`config.mk`:
```
export PLATFORM = sky130hd
export DESIGN_NAME = aibio_dll_code_updn_cnt
export DESIGN_NICKNAME = d
export VERILOG_FILES = /design/src/rtl/aibio_dll_code_updn_cnt.sv
export SDC_FILE = /design/constraint.sdc
export NUM_CORES = 1
export LEC_CHECK = 0
export CORE_ASPECT_RATIO = 1.1
export CORE_UTILIZATION = 60
export CTS_CLUSTER_SIZE = 30
export DETAILED_ROUTE_END_ITERATION = 8
export PLACE_DENSITY = 0.81
export SETUP_SLACK_MARGIN = 0.05
export SLEW_MARGIN = 20
export SYNTH_ARGS = -nofsm -noshare
export SYNTH_HDL_FRONTEND = slang
export SYNTH_SLANG_ARGS = --single-unit
export TNS_END_PERCENT = 100
```
`constraint.sdc`:
```
create_clock -name i_clk -period 5.7 [get_ports i_clk]
set_clock_uncertainty 0.05 [all_clocks]
set_input_delay 1.14 -clock i_clk [delete_from_list [all_inputs] [get_ports i_clk]]
set_output_delay 1.14 -clock i_clk [all_outputs]
set_load 0.05 [all_outputs]
```
`src/rtl/aibio_dll_code_updn_cnt.sv`:
```
// DLL delay-code up/down counter: filters phase-detector votes, steps the code
// with saturation, supports direct load and flags lock after direction reversals.
module aibio_dll_code_updn_cnt #(
  parameter int WIDTH    = 4,
  parameter int FILT     = 4,
  parameter int LOCK_REV = 3,
  parameter int MIN_CODE = 0,
  parameter int MAX_CODE = 15,
  parameter int RST_CODE = 8
) (
  input  logic             i_clk,
  input  logic             i_rst,
  input  logic             vddcq,
  input  logic             vss,
  input  logic             i_en,
  input  logic             i_load,
  input  logic [WIDTH-1:0] i_load_code,
  input  logic             i_up,
  input  logic             i_dn,
  input  logic [1:0]       i_step,
  output logic [WIDTH-1:0] o_code,
  output logic             o_upd,
  output logic             o_at_min,
  output logic             o_at_max,
  output logic             o_lock
);

  localparam int CW = WIDTH + 4;  // headroom so code+8 never overflows
  localparam int AW = 5;
  localparam int RW = 4;

  localparam logic [CW-1:0]        MINC  = CW'(MIN_CODE);
  localparam logic [CW-1:0]        MAXC  = CW'(MAX_CODE);
  localparam logic signed [AW-1:0] A_ONE = AW'(1);
  localparam logic signed [AW-1:0] A_POS = AW'(FILT);
  localparam logic signed [AW-1:0] A_NEG = AW'(-FILT);
  localparam logic [RW-1:0]        REV_N = RW'(LOCK_REV);

  localparam logic [1:0] DIR_NONE = 2'd0;
  localparam logic [1:0] DIR_UP   = 2'd1;
  localparam logic [1:0] DIR_DN   = 2'd2;

  logic [WIDTH-1:0]        code_q, code_d;
  logic signed [AW-1:0]    acc_q, acc_d, acc_nx;
  logic [1:0]              dir_q, dir_d, dir_new;
  logic [RW-1:0]           rev_q, rev_d;
  logic                    upd_q, upd_d;
  logic                    lock_q, lock_d;

  logic                    vote_up, vote_dn, fire, at_lim, applied;
  logic                    at_min, at_max;
  logic [CW-1:0]           code_ext, stepv, up_t, up_c, dn_c, tgt, ld_ext, ld_c;

  logic unused_pwr;
  assign unused_pwr = vddcq ^ vss;

  assign at_min = (code_q == WIDTH'(MIN_CODE));
  assign at_max = (code_q == WIDTH'(MAX_CODE));

  always_comb begin
    vote_up = i_up & ~i_dn;
    vote_dn = i_dn & ~i_up;

    // an opposite vote restarts the filter from +/-1 rather than decaying
    acc_nx = acc_q;
    if (vote_up)      acc_nx = (acc_q < 0) ? A_ONE : acc_q + A_ONE;
    else if (vote_dn) acc_nx = (acc_q > 0) ? -A_ONE : acc_q - A_ONE;
    fire = (vote_up && acc_nx == A_POS) || (vote_dn && acc_nx == A_NEG);

    code_ext = CW'(code_q);
    stepv    = CW'(1) << i_step;
    up_t     = code_ext + stepv;
    up_c     = (up_t > MAXC) ? MAXC : up_t;
    dn_c     = (code_ext < MINC + stepv) ? MINC : code_ext - stepv;
    tgt      = vote_up ? up_c : dn_c;
    at_lim   = vote_up ? at_max : at_min;
    applied  = fire && !at_lim;
    dir_new  = vote_up ? DIR_UP : DIR_DN;

    ld_ext = CW'(i_load_code);
    ld_c   = (ld_ext < MINC) ? MINC : ((ld_ext > MAXC) ? MAXC : ld_ext);
  end

  always_comb begin
    code_d = code_q;
    acc_d  = acc_q;
    dir_d  = dir_q;
    rev_d  = rev_q;
    lock_d = lock_q;
    upd_d  = 1'b0;
    if (i_load) begin
      code_d = WIDTH'(ld_c);
      upd_d  = (WIDTH'(ld_c) != code_q);
      acc_d  = '0;
      dir_d  = DIR_NONE;
      rev_d  = '0;
      lock_d = 1'b0;
    end else if (i_en) begin
      acc_d = fire ? '0 : acc_nx;
      if (applied) begin
        code_d = WIDTH'(tgt);
        upd_d  = 1'b1;
        if (dir_q != DIR_NONE && dir_q != dir_new && rev_q != REV_N)
          rev_d = rev_q + RW'(1);
        dir_d  = dir_new;
        lock_d = lock_q | (rev_d == REV_N);
      end
    end
  end

  always_ff @(posedge i_clk or posedge i_rst) begin
    if (i_rst) begin
      code_q <= WIDTH'(RST_CODE);
      acc_q  <= '0;
      dir_q  <= DIR_NONE;
      rev_q  <= '0;
      upd_q  <= 1'b0;
      lock_q <= 1'b0;
    end else begin
      code_q <= code_d;
      acc_q  <= acc_d;
      dir_q  <= dir_d;
      rev_q  <= rev_d;
      upd_q  <= upd_d;
      lock_q <= lock_d;
    end
  end

  assign o_code   = code_q;
  assign o_upd    = upd_q;
  assign o_at_min = at_min;
  assign o_at_max = at_max;
  assign o_lock   = lock_q;

endmodule
```
After elaboration in Yosys (flattened, before gate mapping):

Index checks and enable logic that the tools add are counted.

* equality and inequality tests: 7
* $add $sub $neg: 5
* shift operators: 1
* bitwise gates (word level): 5
* $lt $le $gt $ge: 4
* multiplexer cells: 31
* reduce and logical (&&, ||, !) cells: 12

Operators by type and width (number)
* 4-bit two-way mux: 13
* 5-bit two-way mux: 7
* 4-bit by 8-bit adder with 8-bit output: 1
* 8-bit by 4-bit > comparator with 1-bit output (second input constant): 1
* 4-bit by 8-bit less-than comparator with 1-bit output: 1
* 2-bit two-way mux: 4
* 1-bit by 2-bit left shift with 8-bit output (first input constant): 1
* 1-bit two-way mux: 7
* 2-bit nonzero test: 3
* 5-bit by 2-bit adder with 5-bit output (second input constant): 1
* 5-bit by 3-bit equality test with 1-bit output (second input constant): 1
* 5-bit by 4-bit equality test with 1-bit output (second input constant): 1
* 5-bit by 1-bit > comparator with 1-bit output (second input constant): 1
* 1-bit logical AND: 5
* 5-bit by 1-bit less-than comparator with 1-bit output (second input constant): 1
* 5-bit by 2-bit subtractor with 5-bit output (second input constant): 1
* 4-bit by 1-bit adder with 4-bit output (second input constant): 1
* 4-bit by 2-bit equality test with 1-bit output (second input constant): 1
* 4-bit equality test (second input constant): 1
* 4-bit logical NOT: 1
* 4-bit by 2-bit != test with 1-bit output (second input constant): 1
* 4-bit != test: 1
* 4-bit subtractor: 1
* 1-bit bitwise AND: 2
* other kinds (6): 7

* word-level logic and storage cells: 71
* register bits: 17
* output and inout bits: 8

Longest topological paths before layout:

Gate-level depths: netlist of run 1.

* depth after elaboration: 16
* depth in mapped cells: 10

Worst setup path after synthesis of run 1:

No wires, ideal clock.

* kind: flip-flop to flip-flop
* start point: register code_q[1], in the netlist o_code[1]
* end point: register dir_q[0]
* cell stages (with the launch flop): 7
* slack: 2083 ps
* arrival time: 3440 ps
* setup time: 127 ps
* period minus slack after synthesis: 3617 ps
* cell sequence: dfrtp_1 -> nor4_1 -> o21ai_0 -> or4b_4 -> or2_1 -> buf_6 -> mux2_1

* cells in the longest elaborated chain, start to end: 6
* elaborated cells between the ends (all ways): 7
* those cells by class: eq/ne: 1; mux: 1; reduce/logical: 5

RTL lines
* start: declaration: RTL line 43 `logic [WIDTH-1:0] code_q, code_d;`
* start signal: assignment: RTL line 113 `code_q <= WIDTH'(RST_CODE);`
* start signal: assignment: RTL line 120 `code_q <= code_d;`
* 4-bit logical NOT: RTL line 57 `assign at_min = (code_q == WIDTH'(MIN_CODE));`
* net o_at_min: RTL line 23 `output logic o_at_min,`
* 1-bit two-way mux: RTL line 76 `at_lim = vote_up ? at_max : at_min;`
* 1-bit logical NOT: RTL line 77 `applied = fire && !at_lim;`
* 1-bit logical AND: RTL line 77
* 2-bit nonzero test (no line)
* 2-bit AND reduction (no line)
* end signal: assignment: RTL line 122 `dir_q <= dir_d;`
* end: declaration: RTL line 45 `logic [1:0] dir_q, dir_d, dir_new;`

The timed path passes the listed nets, and every way through them passes these cells.
A chain may end at the register's enable or synchronous reset.

Final worst setup path of run 1:

* start point: input i_dn
* end point: register dir_q[0]

* cells in the longest elaborated chain, start to end: 9
* elaborated cells between the ends (all ways): 19
* those cells by class: eq/ne: 2; mux: 7; bitwise: 3; reduce/logical: 7

RTL lines
* start: declaration: RTL line 19 `input logic i_dn,`
* 1-bit bitwise AND / 1-bit NOT (equally long branches): RTL line 62, 61
* 5-bit two-way mux / 1-bit bitwise AND (equally long branches): RTL line 67, 61
* 5-bit two-way mux: RTL line 66 `if (vote_up) acc_nx = (acc_q < 0) ? A_ONE : acc_q + A_ONE;`
* 5-bit by 4-bit equality test with 1-bit output / 5-bit by 3-bit equality test with 1-bit output (equally long branches): RTL line 68 `fire = (vote_up && acc_nx == A_POS) || (vote_dn && acc_nx == A_NEG);`
* 1-bit logical AND: RTL line 68
* 1-bit logical OR: RTL line 68
* 1-bit logical AND: RTL line 77
* 2-bit nonzero test (no line)
* 2-bit AND reduction (no line)

Several ways; a longest one is shown, not always the timed one. The select of a mux whose other input is x is not followed.

==> flow_summary_export.csv, run 1 <==
group,metric,value,unit
run_status,outcome,"finished with violations",
run_status,violations,"design-rule violations",
grt,first_global_vias,1470,
place,place_congestion,0.873,
worst_setup_path,reg2reg_slack,2.80,ns
sta,hold_viol_final,0,
final_layout,multi_input_area,0.00118,sq mm
drt,drtAntennaViolNets,0,
yosys,yosysMostFrequentCell,"nand2_1",
drt,firstDrtPassIters,6,
clocking,cts_max_level,1,
worst_setup_path,arrival,4.02,ns
place,dpl.hpwl,3.03,mm
yosys,synth_edf_count,0,
yosys,synth_warnings,0,
grt,grt_pass1_wl,6.60,mm
power,ir_worst_vdd,0.207,mV
clocking,cts_sinks,17,
power,leakage,0.000818,uW
worst_setup_path,worst_path_largest_cell_delay,0.78,ns
final_layout,area_delta_synth_final,10.6,%
die,core-area,0.00275,sq mm
worst_hold_path,min_to,"o_lock",
yosys,synthTopCellsByArea,"dfrtp_1, ha_1, o211ai_1",
die,initial_core_util,0.634,
worst_hold_path,holdCritPathClass,"flop to flop",
sta,relSlewSlack,0.550,
power,p_per_area,176,mW/mm^2
drt,vias_per_cell,6.57,
sta,fin_setup_tns,0,ns
place,dp_worst_setup_slack,1.53,ns
yosys,synth-seq-cells,17,
yosys,synth_area_per_cell,8.23,sq um
sta,period_needed,3.89,ns
yosys,synth.distinct_cells,56,
worst_setup_path,rr_worst_depth,8,
yosys,synth_ff_type,"dfrtp_1",
grt,grt_usage,0.278,
drt,vias,1668,
yosys,synth_nets,240,
clocking,clk_path_buf_depth,2,
yosys,synthCells,212,
die,dieHeight,58.6,um
sta,whs,0.444,ns
run,maxCapViolations,0,
final_layout,fillers,232,
clocking,cts_tree,"done",
yosys,synth_top_area_share,0.229,
sta,worst_slack,1.81,ns
die,dieArea,0.00313,sq mm
drt,route.detailed.drc,2,
grt,gr-total-overflow,0,
sta,rsz0062_at_grt,"no",
worst_setup_path,crit_path_start_kind,"primary input",
worst_setup_path,timing.rr.end,"dir_q[0]",
final_layout,seqCellArea,427,sq um
clocking,clockRootBuffer,"clkbuf_4",
clocking,cts_resized,0,
worst_setup_path,cp_max_fo,17,
final_layout,final_util,0.701,
yosys,synth_commonest_cells,"nand2_1, dfrtp_1, inv_1, nor2_1, ha_1",
yosys,synth_area,0.00175,sq mm
yosys,synth-async-reset-ratio,1.00,
worst_setup_path,worstSetupStartpoint,"i_dn",
grt,antenna_found_initial,0,
worst_hold_path,worstHoldStart,"o_lock",
clocking,hold_buffers,0,
clocking,clk_pin_slew,0.10,ns
drt,wl_per_cell,15.5,um
sta,period_share,0.683,
worst_setup_path,cp_data_required_time,5.83,ns
yosys,yosysTopAreaCell,"dfrtp_1",
final_layout,drive_gt1_frac,0.0588,
worst_setup_path,path_class,"primary input to flop",
worst_setup_path,path_cells,"clkdlybuf4s50_1, nand2b_1, nand2_1, o21ai_0, or4b_4, or2_1, mux2_1",
die,num_rows,20,
sta,clock.fmax,257,MHz
sta,slew_viol_final,0,
place,dpl.cell_count,250,
worst_hold_path,min_path_cells,2,
worst_setup_path,r2r-start,"acc_q[0]",
yosys,synth.yosys.seq_area_share,0.244,
final_layout,insertedDiodeCount,0,
die,die_w,53.4,um
sta,setup_viol,0,
die,io_pins,22,
drt,drt_iter0_markers,60,
drt,wirelength,3.94,mm
worst_setup_path,slowest_stage,"clkdlybuf4s50_1",
clocking,cts_buffers,3,
sta,worst_slew_pin_slew,0.673,ns
place,portBuffers,19,
clocking,clock_latency,0.29,ns
worst_setup_path,end_kind,"flop",
final_layout,nets,250,
clocking,cts_setup_buffers,0,
final_layout,fin_cells,254,
grt,grt_max_degree,21,
cell families (layout without fill, tap and decap cells):
family / after synthesis / after routing / synth area share
fa+ha+maj: 14 / 14 / 0.109
buf+inv: 30 / 39 / 0.0781
xor+xnor: 8 / 8 / 0.0401
simple gates: 76 / 76 / 0.240
flops: 17 / 17 / 0.244
compound gates: 64 / 64 / 0.270
mux: 3 / 3 / 0.0179
cells in the final DEF, fill, tap and decap left out, types with 3 or more instances in the layout:
| cell | Yosys | final |
|---|---|---|
| xor2_1 | 8 | 8 |
| dfrtp_1 | 16 | 16 |
| a21oi_1 | 11 | 11 |
| nor2b_1 | 4 | 4 |
| o21ai_0 | 7 | 7 |
| clkdlybuf4s50_1 | 0 | 19 |
| nor2_1 | 14 | 14 |
| o311ai_0 | 4 | 4 |
| o211ai_1 | 10 | 10 |
| nand2_1 | 19 | 19 |
| nand2b_1 | 5 | 5 |
| nor3_1 | 6 | 6 |
| nand4_1 | 3 | 3 |
| inv_1 | 14 | 14 |
| o41ai_1 | 5 | 5 |
| ha_1 | 12 | 12 |
| clkbuf_4 | 0 | 3 |
| nand3_1 | 4 | 4 |
| o32ai_1 | 3 | 3 |
| o31ai_1 | 4 | 4 |
| or2_2 | 3 | 3 |
| a211oi_1 | 3 | 3 |
how the worst max path moves through the flow:
stage / endpoint / slack (ns) / cells past startpoint
finish: dir_q[0] / 1.81 / 7
global route: dir_q[0] / 1.65 / 7
CTS: dir_q[0] / 1.82 / 7
detailed placement: dir_q[0] / 1.53 / 7
global placement: dir_q[0] / 1.59 / 7
floorplan: dir_q[0] / 2.08 / 6
registers in the layout (all words and copies together) (netlist names):
register  count
o_lock        1
dir_q         2
o_code        4
acc_q         5
o_upd         1
rev_q         4
metrics by stage:
| step | power [uW] | area, sq um |
|---|---|---|
| 3_5_place_dp | 278 | 1900 |
| 6_report | 339 | 1930 |
| 5_1_grt | 362 | 1930 |
| 3_3_place_gp | 273 | 1900 |
| 2_1_floorplan | 241 | 1750 |
| 4_1_cts | 340 | 1930 |
routing by layer:
layer	track usage	part of all wire	routed length (um)	up-vias
met4	0.0414	0.011	44	0
met5	0	0	0	-
met1	0.353	0.42	1670	785
li1	-	-	-	813
met2	0.491	0.52	2040	64
met3	0.0491	0.049	195	6
worst max-delay path: cells and delay by family:
family / cells / cell delay, ns
AND/OR/NAND/NOR: 4 / 1.45
multiplexers: 1 / 0.35
AO/OA/AOI/OAI: 1 / 0.29
buffers and inverters: 1 / 0.78
where the power goes:
part / switching (uW) / internal, uW
clock network: 34.6 / 27.2
logic: 79.5 / 54.9
registers: 15.9 / 127
cell type report:
type,count,share of cell area
Inverter,15,0.0292
Timing Repair Buffer,20,0.102
Clock buffer,4,0.0136
Tap cell,33,0.0214
Multi-Input combinational cell,165,0.612
Sequential cell,17,0.221
Power figures use the tool's default switching activity.
==> inputs of run 2 (changes only) <==
CORE_UTILIZATION = 50   (was 60)
PLACE_DENSITY = 0.72   (was 0.81)
clock period = 3.38 ns   (was 5.7 ns; I/O delays follow)
==> run 2 against run 1 <==
  * The flow now finishes without violations
  * First-iteration DRC count grew 55%
  * Die area grew 19%
  * Worst hold slack got worse by 0.0036 ns
  * Sequential share of layout area down 1.0 points
  * Final cell count is 9.4% higher
  * Global-route usage is 2.4 points lower
  * Sequential cell count is the same
==> flow_summary_export.csv, run 2 (same netlist as run 1, synthesis figures left out) <==
group,metric,value,unit
run_status,outcome,"finished clean",
die,initial_core_util,0.524,
clocking,clk_pin_slew,0.10,ns
sta,period_needed,3.10,ns
drt,firstDrtPassIters,4,
final_layout,largest_register_ffs,5,
place,portBuffers,19,
grt,first_global_vias,1716,
worst_setup_path,end_kind,"flop",
clocking,cts_sinks,17,
final_layout,insertedDiodeCount,0,
clocking,clk_path_buf_depth,2,
worst_setup_path,reg2reg_slack,0.48,ns
grt,grt_max_degree,20,
worst_setup_path,worst_path_largest_cell_delay,0.68,ns
worst_setup_path,crit_path_start_kind,"primary input",
drt,drtAntennaViolNets,0,
power,p_per_area,291,mW/mm^2
final_layout,area_delta_synth_final,15.9,%
die,die_w,58.3,um
worst_setup_path,rr_worst_depth,8,
sta,hold_viol_final,0,
sta,slew_viol_final,0,
clocking,hold_buffers,0,
worst_setup_path,path_cells,"clkdlybuf4s50_1, nor2b_1, a41oi_1, a32oi_1, or4b_4, or2_1, mux2_1",
grt,grt_pass1_wl,7.53,mm
grt,antenna_found_initial,0,
power,leakage,0.000862,uW
drt,vias_per_cell,6.11,
worst_hold_path,min_to,"o_lock",
final_layout,regMostFlops,"acc_q",
worst_hold_path,worstHoldStart,"o_lock",
worst_setup_path,timing.rr.end,"dir_q[0]",
sta,relSlewSlack,0.557,
power,ir_worst_vdd,0.228,mV
final_layout,final_cell_mix,"nand2_1, clkdlybuf4s50_1, dfrtp_1",
worst_setup_path,arrival,3.23,ns
final_layout,nets,259,
sta,fin_setup_tns,0,ns
clocking,cts_tree,"done",
die,io_pins,22,
die,num_rows,22,
final_layout,drive_gt1_frac,0.100,
die,dieHeight,64.0,um
worst_hold_path,holdCritPathClass,"flop to flop",
drt,wl_per_cell,15.5,um
place,dpl.hpwl,3.29,mm
die,dieArea,0.00373,sq mm
worst_hold_path,min_path_cells,2,
run,maxCapViolations,0,
clocking,cts_max_level,1,
sta,clock.fmax,322,MHz
worst_setup_path,r2r-start,"acc_q[0]",
grt,grt_usage,0.253,
sta,period_share,0.918,
final_layout,fillers,303,
sta,setup_viol,0,
clocking,clockRootBuffer,"clkbuf_4",
sta,worst_slew_pin_slew,0.664,ns
power,total_power,589,uW
worst_setup_path,cp_data_required_time,3.51,ns
clocking,cts_setup_buffers,0,
grt,gr-total-overflow,0,
clocking,cts_resized,0,
clocking,clock_latency,0.29,ns
worst_setup_path,slowest_stage,"or4b_4",
drt,drt_iter0_markers,93,
die,core-area,0.00333,sq mm
place,place_congestion,0.888,
drt,route.detailed.drc,0,
drt,wirelength,4.31,mm
worst_setup_path,path_class,"primary input to flop",
drt,vias,1699,
worst_setup_path,cp_top_family,"simple AND/OR/NAND/NOR gates",
clocking,cts_buffers,3,
worst_setup_path,worst-path-buf-inv,1,
worst_setup_path,cp_max_fo,14,
sta,rsz0062_at_grt,"no",
-- run 2: changes by cell type in the layout (fill, tap and decap cells not counted) --
cell	change
buf_4	+9
nor4_1	-1
nor4_2	+1
-- run 2: power by group --
part	leakage [uW]	switching, uW	internal (uW)	total (uW)
registers	0.000224	26.9	214	241
logic	0.000624	138	101	239
clock network	0.0000150	62.7	45.9	109
-- run 2: metal layers --
layer	GRT usage	wire (um)	vias to the layer above	share of wire
met1	0.324	1850	807	0.43
li1	-	-	829	-
met4	0.0446	44	0	0.010
met2	0.444	2210	57	0.51
met5	0	0	-	0
met3	0.0466	198	6	0.046
-- run 2: worst max-delay path by stage --
stage | startpoint | depth (start not counted) | slack (ns) | end
floorplan | o_code[1] | 6 | 0.45 | dir_q[0]
global placement | i_up | 7 | 0.06 | dir_q[0]
detailed placement | i_up | 7 | -0.03 | dir_q[0]
CTS | i_up | 7 | 0.28 | dir_q[0]
global route | i_up | 7 | 0.20 | dir_q[0]
finish | i_up | 7 | 0.28 | dir_q[0]
-- run 2: layout make-up --
cell class                      count  area, sq um  share of cell area
Tap cell                           48         60.1              0.0297
Timing Repair Buffer               29          265               0.131
Clock buffer                        4         26.3              0.0130
Multi-Input combinational cell    165         1190               0.588
Sequential cell                    17          427               0.211
Inverter                           15         56.3              0.0278
-- run 2: tightest hold or removal path, stage by stage (launching register included) --
cell and delay, ns:
dfrtp_1 0.36, nand2_1 0.05, o31ai_1 0.05
-- run 2: stage by stage --
stage,setup WS (ns),hold WS [ns],area (sq um),cells,utilization
3_5_place_dp,-0.0287,0.429,2000,274,0.600
2_1_floorplan,0.451,0.449,1750,212,-
6_report,0.276,0.440,2020,278,0.607
5_1_grt,0.198,0.471,2020,278,0.607
4_1_cts,0.280,0.450,2020,278,0.607
3_3_place_gp,0.0609,0.415,2000,274,0.600
